[src/rtl/muldiv_unit.sv]
// Iterative multiply/divide unit that owns the architectural HI/LO registers.
// Latency: start at edge 0, done pulse with new HI/LO in cycle WIDTH+2; MTHI/MTLO write at the start edge.
// Backpressure: none; start is ignored while busy, so the hazard unit must hold the request until busy drops.
module muldiv_unit #(
    parameter int WIDTH = 32,
    parameter int CNTW  = $clog2(WIDTH) + 1
) (
    input  logic             clk,
    input  logic             rst,
    input  logic             start,
    input  logic [2:0]       op,
    input  logic [WIDTH-1:0] a,
    input  logic [WIDTH-1:0] b,
    output logic             busy,
    output logic             done,
    output logic             div_zero,
    output logic [WIDTH-1:0] hi,
    output logic [WIDTH-1:0] lo
);

    typedef enum logic [1:0] {
        IDLE   = 2'd0,
        RUN    = 2'd1,
        FINISH = 2'd2
    } state_t;

    state_t state, state_nxt;

    // acc holds the 2*WIDTH partial product for multiply; for divide its low
    // half starts as the dividend and is shifted into the quotient bit by bit.
    logic [2*WIDTH-1:0] acc;
    logic [WIDTH-1:0]   oper;     // multiplicand or divisor magnitude
    logic [WIDTH-1:0]   rem;      // partial remainder
    logic [CNTW-1:0]    cnt;
    logic               is_div;
    logic               neg_res;  // sign_a ^ sign_b of the latched operands
    logic               sign_a;
    logic               bzero;

    logic               launch;
    logic               last;
    logic               a_neg;
    logic               b_neg;
    logic [WIDTH-1:0]   a_abs;
    logic [WIDTH-1:0]   b_abs;

    // Iteration datapaths
    logic [WIDTH:0]     msum;
    logic [WIDTH:0]     shifted;
    logic               ge;
    logic [WIDTH-1:0]   sub;

    // Sign-corrected results presented at the FINISH edge
    logic [2*WIDTH-1:0] prod_fix;
    logic [WIDTH-1:0]   quo_fix;
    logic [WIDTH-1:0]   rem_fix;

    assign launch = (state == IDLE) && start && !op[2];
    assign last   = (cnt == CNTW'(WIDTH - 1));

    // op[0] selects the signed variant; -MIN wraps back to MIN, which is 2^(WIDTH-1) unsigned
    assign a_neg  = op[0] && a[WIDTH-1];
    assign b_neg  = op[0] && b[WIDTH-1];
    assign a_abs  = a_neg ? -a : a;
    assign b_abs  = b_neg ? -b : b;

    // Shift-add step: add multiplicand into the upper half when the LSB is set, then shift right
    assign msum    = {1'b0, acc[2*WIDTH-1:WIDTH]} + (acc[0] ? {1'b0, oper} : '0);

    // Restoring divide step: bring the next dividend bit into the remainder and try a subtract.
    // When ge holds the true difference is below 2^WIDTH, so a WIDTH-bit subtract is exact.
    assign shifted = {rem, acc[WIDTH-1]};
    assign ge      = (shifted >= {1'b0, oper});
    assign sub     = shifted[WIDTH-1:0] - oper;

    assign prod_fix = neg_res ? -acc : acc;
    assign quo_fix  = bzero ? '1 : (neg_res ? -acc[WIDTH-1:0] : acc[WIDTH-1:0]);
    // Remainder follows the dividend's sign; for b==0 this restores the original a
    assign rem_fix  = sign_a ? -rem : rem;

    // State register
    always_ff @(posedge clk) begin
        if (rst) state <= IDLE;
        else     state <= state_nxt;
    end

    // Next-state logic and busy flag
    always_comb begin
        state_nxt = state;
        busy      = (state != IDLE);
        case (state)
            IDLE:    if (launch) state_nxt = RUN;
            RUN:     if (last)   state_nxt = FINISH;
            FINISH:  state_nxt = IDLE;
            default: state_nxt = IDLE;
        endcase
    end

    // Operand latch, iteration datapath, HI/LO writeback and done/div_zero pulses
    always_ff @(posedge clk) begin
        if (rst) begin
            acc      <= '0;
            oper     <= '0;
            rem      <= '0;
            cnt      <= '0;
            is_div   <= 1'b0;
            neg_res  <= 1'b0;
            sign_a   <= 1'b0;
            bzero    <= 1'b0;
            hi       <= '0;
            lo       <= '0;
            done     <= 1'b0;
            div_zero <= 1'b0;
        end else begin
            done     <= (state == FINISH);
            div_zero <= (state == FINISH) && is_div && bzero;
            case (state)
                IDLE: begin
                    if (start && op == 3'b100) hi <= a;
                    if (start && op == 3'b101) lo <= a;
                    if (launch) begin
                        is_div  <= op[1];
                        neg_res <= a_neg ^ b_neg;
                        sign_a  <= a_neg;
                        bzero   <= (b == '0);
                        rem     <= '0;
                        cnt     <= '0;
                        if (op[1]) begin
                            oper <= b_abs;
                            acc  <= {{WIDTH{1'b0}}, a_abs};
                        end else begin
                            oper <= a_abs;
                            acc  <= {{WIDTH{1'b0}}, b_abs};
                        end
                    end
                end
                RUN: begin
                    cnt <= cnt + CNTW'(1);
                    if (is_div) begin
                        if (ge) begin
                            rem            <= sub;
                            acc[WIDTH-1:0] <= {acc[WIDTH-2:0], 1'b1};
                        end else begin
                            rem            <= shifted[WIDTH-1:0];
                            acc[WIDTH-1:0] <= {acc[WIDTH-2:0], 1'b0};
                        end
                    end else begin
                        acc <= {msum, acc[WIDTH-1:1]};
                    end
                end
                FINISH: begin
                    if (is_div) begin
                        lo <= quo_fix;
                        hi <= rem_fix;
                    end else begin
                        hi <= prod_fix[2*WIDTH-1:WIDTH];
                        lo <= prod_fix[WIDTH-1:0];
                    end
                end
                default: ;
            endcase
        end
    end

endmodule

[config.mk]
export PLATFORM = sky130hd
export DESIGN_NAME = muldiv_unit
export DESIGN_NICKNAME = d
export VERILOG_FILES = /design/src/rtl/muldiv_unit.sv
export SDC_FILE = /design/constraint.sdc
export NUM_CORES = 1
export LEC_CHECK = 0
export ABC_AREA = 0
export CAP_MARGIN = 20
export CORE_MARGIN = 2
export CORE_UTILIZATION = 40
export CTS_CLUSTER_DIAMETER = 100
export DETAILED_ROUTE_END_ITERATION = 10
export PLACE_DENSITY = 0.64
export SYNTH_ARGS = -nofsm -noshare
export SYNTH_HDL_FRONTEND = slang
export SYNTH_SLANG_ARGS = --single-unit
[constraint.sdc]
create_clock -name clk -period 3.2 [get_ports clk]
set_clock_uncertainty 0.05 [all_clocks]
set_input_delay 0.8 -clock clk [delete_from_list [all_inputs] [get_ports clk]]
set_output_delay 0.8 -clock clk [all_outputs]
set_load 0.05 [all_outputs]
Yosys cells after proc, flatten, opt, wreduce, memory -nomap -nowiden
Index checks and enable logic that the tools add are counted.
{"block": "word_totals", "ff_bits": 206, "input_bits": 70, "out_inout_bits": 67}
{"block": "op_classes", "muxes": 29, "addsub": 8, "n_reduce_logical": 21, "n_eq_ne": 11, "n_bitwise": 1, "order_cmp": 1}
{"operator": "32-bit 2-to-1 mux", "n": 17}
{"operator": "32-bit one-hot mux with 2 select lines", "n": 3}
{"operator": "64-bit 2-to-1 mux", "n": 2}
{"operator": "32-bit negator", "n": 4}
{"operator": "64-bit one-hot mux with 2 select lines", "n": 1}
{"operator": "64-bit negator", "n": 1}
{"operator": "32-bit by 32-bit adder with 33-bit output", "n": 1}
{"operator": "33-bit by 32-bit >= comparator with 1-bit output", "n": 1}
{"operator": "32-bit zero test", "n": 1}
{"operator": "32-bit subtractor", "n": 1}
{"operator": "6-bit one-hot mux with 2 select lines", "n": 1}
{"operator": "2-bit AND reduction", "n": 5}
{"operator": "1-bit logical AND", "n": 8}
{"operator": "2-bit != test (second input constant)", "n": 4}
{"operator": "6-bit by 1-bit adder with 6-bit output (second input constant)", "n": 1}
{"operator": "3-bit equality test (second input constant)", "n": 2}
{"operator": "6-bit by 5-bit equality test with 1-bit output (second input constant)", "n": 1}
{"operator": "6-bit 2-to-1 mux", "n": 1}
{"operator": "3-bit AND reduction", "n": 2}
{"operator": "2-bit nonzero test", "n": 3}
{"operator": "2-bit 2-to-1 mux", "n": 2}
{"operator": "2-bit by 1-bit != test with 1-bit output (second input constant)", "n": 2}
{"operator": "2-bit one-hot mux with 2 select lines", "n": 1}
{"operator": "2-bit by 1-bit equality test with 1-bit output (second input constant)", "n": 1}
{"operator": "5 further kinds", "n": 5}

Logic depth before layout (Yosys ltp)
Gate-level depths: netlist of run 1.
{"block": "logic_depth", "depth_word": 5, "depth_mapped": 13}

Worst setup path before layout of run 1
Ideal clock, no wire load.
{"block": "synth_timing", "path_kind": "input to register", "from": "in a[9]", "to": "reg acc[24]", "setup_ps": 70, "n_path_buf": 1, "required_ps": 3080, "path_slack_ps": 57, "cell_stages": 9, "arrival_ps": 3024, "path_cell_list": "or3_1 -> nor4b_1 -> and2_0 -> clkbuf_1 -> nand2_1 -> o41ai_1 -> xor2_1 -> mux2_2 -> a21oi_1"}
{"block": "synth_between", "elab_chain_cells": 5}
{"item": "start: declaration", "line": "12", "source": "input logic [WIDTH-1:0] a,"}
{"item": "32-bit negator", "line": "64", "source": "assign a_abs = a_neg ? -a : a;"}
{"item": "32-bit 2-to-1 mux", "line": "64"}
{"item": "32-bit 2-to-1 mux", "line": "128", "source": "if (op[1]) begin"}
{"item": "64-bit 2-to-1 mux", "line": "121", "source": "if (launch) begin"}
{"item": "64-bit one-hot mux with 2 select lines", "line": "117", "source": "case (state)"}
{"item": "end signal: assignment", "line": "130", "source": "acc <= {{WIDTH{1'b0}}, a_abs};"}
{"item": "end signal: assignment", "line": "133", "source": "acc <= {{WIDTH{1'b0}}, b_abs};"}
{"item": "end signal: indexed assignment", "line": "142", "source": "acc[WIDTH-1:0] <= {acc[WIDTH-2:0], 1'b1};"}
{"item": "end: declaration", "line": "31", "source": "logic [2*WIDTH-1:0] acc;"}
No other way between the ends. The select of a mux whose other input is x is not followed.
A chain may end at the register's enable or synchronous reset.

Final worst setup path of run 1
{"block": "layout_timing", "from": "reg acc[10]", "to": "reg lo[30]"}
{"block": "layout_between", "elab_chain_cells": 5}
{"item": "32-bit negator", "line": "77", "source": "assign quo_fix = bzero ? '1 : (neg_res ? -acc[WIDTH-1:0] : acc[WIDTH-1:0]);"}
{"item": "32-bit 2-to-1 mux (2 in series)", "line": "77"}
{"item": "32-bit 2-to-1 mux (*)", "line": "152", "source": "if (is_div) begin"}
{"item": "32-bit one-hot mux with 2 select lines (*)", "line": "117"}
{"item": "end signal: assignment", "line": "153", "source": "lo <= quo_fix;"}
{"item": "end signal: assignment", "line": "157", "source": "lo <= prod_fix[WIDTH-1:0];"}
{"item": "end: declaration", "line": "18", "source": "output logic [WIDTH-1:0] lo"}
Every way passes the cells marked *; elsewhere a longest branch is shown, timed or not.

==> results of run 1 <==
-- routing by layer --
layer  up-vias  GRT usage, %  part of all wire (%)
met5         -             0                     0
met4         0          17.8                   6.6
met3       214          4.69                   7.3
met2       877          52.8                    45
met1      8336          40.7                    41
li1       8345             -                     -
-- power groups by stage --
stage,combinational [mW],clock (mW),sequential (mW)
final,2.19,3.38,2.74
after detailed placement,2.10,0,2.79
after floorplan,1.10,0,2.84
after global placement,2.09,0,2.79
after CTS,2.12,3.40,2.73
after global routing,2.32,3.50,2.74
-- metrics by stage --
stage               std cells  setup WS (ns)  cell area [um^2]
CTS                      2959        -0.0128             20600
floorplan                2136         0.0565             16000
finish                   2964         0.0612             20800
detailed placement       2912         -0.489             19600
global placement         2912         -0.418             19600
global route             2964        -0.0555             20800
-- final timing paths --
kind / depth (start not counted) / end
min: 2 / oper[3]$_SDFFE_PP0P_
max reg2reg: 7 / lo[30]$_SDFFE_PP0P_
max: 7 / lo[30]$_SDFFE_PP0P_
min reg2reg: 2 / oper[3]$_SDFFE_PP0P_
-- state kept, by name (all words and copies together) (netlist names) --
name	count
neg_res	1
cnt	6
bzero	1
acc	64
oper	32
lo	32
hi	32
div_zero	1
state	2
is_div	1
rem	32
sign_a	1
done	1
-- cell usage in the layout (no fill, tap or decap), types with 44 or more instances in the layout --
cell type and count:
xnor2_1 118, inv_1 63, buf_4 260, a211oi_1 50
nor2_1 180, xor2_1 83, ha_1 63, a21oi_1 185
o21ai_0 163, a21o_1 44, dfxtp_1 202, nand3_1 44
clkdlybuf4s50_1 134, mux2i_1 84, nand2_1 240
-- worst register-to-register path, cell delays in order (launching register included) --
cell	delay, ns
dfxtp_1	0.31
or4_4	0.58
or3_4	0.42
or4_4	0.62
nand2b_1	0.27
o41ai_2	0.29
xor2_1	0.15
a221oi_1	0.34
-- logic make-up (layout without fill, tap and decap cells) --
logic type | after synthesis | in the layout | synth area share, %
AOI/OAI and AO/OA | 699 | 699 | 28.0
xor gates and xnor gates | 202 | 202 | 11.0
buffers and inverters | 212 | 515 | 5.08
DFF | 206 | 206 | 25.7
muxes | 88 | 88 | 5.53
and+or+nand+nor | 658 | 658 | 19.0
adders and majority gates | 71 | 71 | 5.63
-- area by class of cell --
| class | count | share of cell area, % |
|---|---|---|
| clock inverter | 11 | 1.08 |
| tap | 525 | 3.16 |
| inverter | 63 | 1.14 |
| clock buffer | 36 | 3.60 |
| timing repair buffer | 405 | 16.8 |
| multi-input combinational | 1718 | 54.4 |
| sequential | 206 | 19.9 |
-- what timing repair did --
action,CTS,global route
pin swaps,0,7
gates resized for setup,3,37
cloned,0,0
buffers inserted,0,4
setup endpoints to repair,6,49
==> metrics.txt, run 1 <==
Clk pwr share=40.7%; detailed-route DRC error count=0; period utilization=98.1%; Hold Crit Start=oper[3]$_SDFFE_PP0P_; Area growth syn-to-layout=29.7%; Slowest Stage Delay on Critical Path=0.62 ns; Synth Area per Inst=7.51 um^2; worst path cell trace=or4_4, or3_4, or4_4, nand2b_1, o41ai_2, xor2_1, a221oi_1; clk_lat worst skew=0.58 ns; FMAX=0.319 GHz; top post-synthesis cells by count=240 x nand2_1, 206 x dfxtp_1, 190 x a21oi_1; DR iter-0 viols=1,844; CP required=3.62 ns; CTS max path bufs=3; Rows=73; Slew Viols, Final=0; # setup viols final=0; share of layout cells above drive strength 1=15.9%; Fin Setup TNS=0 ns; Multi-input gate area=11,300 um^2; H-tree depth=1; Most Frequent Cell on Critical Path=or4_4; P_int=5.66 mW; cell family with most CP delay=simple AND/OR/NAND/NOR gates; Routed Antenna Nets=0; Tot GR Track Use=32.2%; IO buf count=136; CTS Buf Count=26; count leader, synth=nand2_1; final wirelength=68,700 um; hold slack=0.413 ns; largest cells by area after synthesis=dfxtp_1 26%, xnor2_1 6.5%, a21oi_1 5.9%, nand2_1 5.6%, ha_1 5.4%; Reg area=4130 um^2; sequential area share after synthesis=25.7%; DR vias=17,800; Post-DP HPWL=53,700 um; Cells after Synth=2,136; routed vias/inst=6.00; # IOs=137; total core area=39,600 um^2; Leakage Power=8.47 nW; worst min-delay path category=flop to flop; max cap viols=0; Final GP Congestion=1.04; vias in the first global route=16,800; Reg clk slew, reported paths=0.06 ns; share of total power in sequential cells=32.9%; Synth Cell Area=16,000 um^2; largest net degree at the start of global routing=65; critical path's slowest cell=or4_4; first-pass GRT wire length=103,000 um; Critical Path AT=3.56 ns; post-layout min period=3.14 ns; Worst Tran Pin Value=0.896 ns; initial core utilization=40.4%; Net Sw Power=2.65 mW; residual overflow from global routing=0; R2R Setup Slk=0.06 ns; Seq cells post-synth=206; Logic pwr share=26.4%; ys flop type=dfxtp_1; Slew HR=40.0%; Final Hold Viols=0; die area=41,700 um^2; cts hold-fix bufs=0; cell accounting for the most synthesized area=dfxtp_1; top-area cell type share of the netlist area=25.7%; DIE HEIGHT=204 um; Sw Ratio=31.9%; Crit Reg-Reg Startpoint=acc[10]$_SDFFE_PP0P_; nets=2,561; EDFF count, synth=0; ANT cells=0; Num Clock Sinks=206; Crit. End Element=flop; Ys Warns=0; Die Wd=204 um; VDD IR max=0.351 mV; Pwr Total=8.31 mW; Async SR Flop Fraction=0%; Worst Setup SP=acc[10]$_SDFFE_PP0P_; drt wl/cell=23.2 um; initial antenna violation count=0; fill cell count=3,869; post-synth cell types=70; crit path max fanout=7; first-pass detailed-route iteration total=7; Synth Net Count=2,277; Setup crit start kind=flop; Crit Path Category=flop to flop; outcome=complete, no violations; root buffer cell=clkbuf_16; Core Util, Final=52.4%; CP bufs+invs=0; CTS tree=yes; Power Density=400 nW/um^2
Note: power is estimated with default switching activity, not from simulation.
==> run 2: changes to the inputs <==
--- a/config.mk
+++ b/config.mk
@@ -9,6 +9,7 @@
 export CAP_MARGIN = 20
 export CORE_MARGIN = 2
 export CORE_UTILIZATION = 40
+export CTS_BUF_LIST = sky130_fd_sc_hd__clkbuf_16
 export CTS_CLUSTER_DIAMETER = 100
 export DETAILED_ROUTE_END_ITERATION = 10
 export PLACE_DENSITY = 0.64
==> metrics.txt, run 2 (synthesis results as in run 1) <==
outcome=complete, no violations (unchanged); CTS max path bufs=3 (unchanged); Final GP Congestion=1.04 (unchanged); DR vias=17,700 (was 17,800); DIE HEIGHT=204 um (unchanged); # IOs=137 (unchanged); first-pass detailed-route iteration total=6 (was 7); cell family with most CP delay=simple AND/OR/NAND/NOR gates (unchanged); Sw Ratio=32.4% (was 31.9%); Pwr Total=8.14 mW (was 8.31 mW); Slew Viols, Final=0 (unchanged); Tot GR Track Use=32.2% (about the same); fin area=20,700 um^2 (was 20,800 um^2); Die Wd=204 um (unchanged); cts hold-fix bufs=0 (unchanged); hold slack=0.412 ns (was 0.413 ns); residual overflow from global routing=0 (unchanged); die area=41,700 um^2 (unchanged); Placed Instances=2,912 (unchanged); Fin Setup TNS=0 ns (unchanged); P_int=5.50 mW (was 5.66 mW); CP required=3.63 ns (was 3.62 ns); commonest non-fill, non-tap cell in the layout=buf_4 (unchanged); Setup crit start kind=flop (unchanged); initial antenna violation count=0 (unchanged); nets=2,561 (unchanged); Reg area=4130 um^2 (unchanged); fill cell count=3,883 (was 3,869); Logic pwr share=26.9% (was 26.4%); Largest Register=acc (unchanged); root buffer cell=clkbuf_16 (unchanged); Power Density=393 nW/um^2 (was 400 nW/um^2); first-pass GRT wire length=102,000 um (was 103,000 um); post-layout min period=3.12 ns (was 3.14 ns); CTS tree=yes (unchanged); clk_lat worst skew=0.58 ns (about the same); Rows=73 (unchanged); Crit Path Category=flop to flop (unchanged); Most Frequent Cell on Critical Path=or4_4 (unchanged); crit path max fanout=7 (unchanged); FMAX=0.320 GHz (was 0.319 GHz); period utilization=97.6% (was 98.1%); area post-placement=19,600 um^2 (unchanged); critical path's slowest cell=or4_4 (unchanged); Post-DP HPWL=53,700 um (unchanged); worst min-delay path category=flop to flop (unchanged); initial core utilization=40.4% (unchanged); # setup viols final=0 (unchanged); final wirelength=68,600 um (was 68,700 um); CTS Buf Count=26 (unchanged); Slew HR=38.9% (was 40.0%); VDD IR max=0.356 mV (was 0.351 mV); Worst Tran Pin Value=0.913 ns (was 0.896 ns); Leakage Power=8.45 nW (was 8.47 nW); ANT cells=0 (unchanged); Num Clock Sinks=206 (unchanged); Slowest Stage Delay on Critical Path=0.62 ns (about the same); Net Sw Power=2.64 mW (was 2.65 mW); Routed Antenna Nets=0 (unchanged); Reg clk slew, reported paths=0.06 ns (about the same); DR iter-0 viols=1,746 (was 1,844); routed vias/inst=5.98 (was 6.00); CP bufs+invs=0 (unchanged); Final Hold Viols=0 (unchanged); IO buf count=136 (unchanged); Critical Path AT=3.55 ns (was 3.56 ns); Area growth syn-to-layout=29.2% (was 29.7%); max cap viols=0 (unchanged); vias in the first global route=16,800 (about the same); Multi-input gate area=11,300 um^2 (about the same); max FFs per register=64 (unchanged); most frequent cells in the layout=260 x buf_4, 240 x nand2_1, 202 x dfxtp_1 (unchanged); final cell count without fillers=2,964 (unchanged); H-tree depth=1 (unchanged); worst path cell trace=or4_4, or3_4, or4_4, nand2b_1, o41ai_2, xor2_1, a221oi_1 (unchanged); Crit. End Element=flop (unchanged); drt wl/cell=23.2 um (about the same); Clk pwr share=39.5% (was 40.7%); total core area=39,600 um^2 (unchanged); share of total power in sequential cells=33.6% (was 32.9%); detailed-route DRC error count=0 (unchanged); largest net degree at the start of global routing=65 (unchanged); share of layout cells above drive strength 1=15.6% (was 15.9%)
==> run 2: changes by cell type in the layout (fill, tap and decap cells not counted), sizes merged <==
cell    delta
clkbuf    -10
inv        +4
clkinv     +6
==> run 2: final timing paths <==
kind,start,to,slack [ns],cells past startpoint
worst max register to register,acc[10]$_SDFFE_PP0P_,lo[30]$_SDFFE_PP0P_,0.08,7
worst min register to register,oper[3]$_SDFFE_PP0P_,oper[3]$_SDFFE_PP0P_,0.41,2
worst min-delay path,oper[3]$_SDFFE_PP0P_,oper[3]$_SDFFE_PP0P_,0.41,2
worst max-delay path,acc[10]$_SDFFE_PP0P_,lo[30]$_SDFFE_PP0P_,0.08,7
==> run 2: area by class of cell <==
class                      instances  share of cell area, %
clock buffer                      26                   3.14
clock inverter                    21                   1.26
inverter                          63                   1.14
multi-input combinational       1718                   54.5
sequential                       206                   19.9
tap                              525                   3.17
timing repair buffer             405                   16.8
==> run 2: stage by stage <==
stage / worst slack (ns) / utilization (%)
2_1_floorplan: 0.0565 / -
3_3_place_gp: -0.418 / 49.5
3_5_place_dp: -0.489 / 49.5
4_1_cts: -0.0135 / 51.8
5_1_grt: -0.0552 / 52.3
6_report: 0.0771 / 52.3
==> run 2: power groups by stage <==
stage	combinational [mW]	clock [mW]	sequential, mW
2_1_floorplan	1.10	0	2.84
3_3_place_gp	2.09	0	2.79
3_5_place_dp	2.10	0	2.79
4_1_cts	2.12	3.24	2.73
5_1_grt	2.32	3.34	2.74
6_report	2.19	3.22	2.74
==> run 2: what timing repair did <==
item / 4_1_cts / 5_1_grt
gates resized for setup: 3 / 36
pin swaps: 0 / 7
buffers inserted: 0 / 4
setup endpoints to repair: 6 / 48
==> run 2: tightest hold or removal path: cells and delay by family (launching register included) <==
| kind | cells | cell delay (ns) |
|---|---|---|
| compound gates | 1 | 0.05 |
| flops | 1 | 0.31 |
| simple gates | 1 | 0.05 |
==> run 2: per-layer routing <==
layer	track usage, %	up-vias	routed length (um)
met1	40.5	8291	27500
met4	18.1	0	4570
met3	4.75	211	5490
li1	-	8338	-
met5	0	-	0
met2	52.7	872	31100
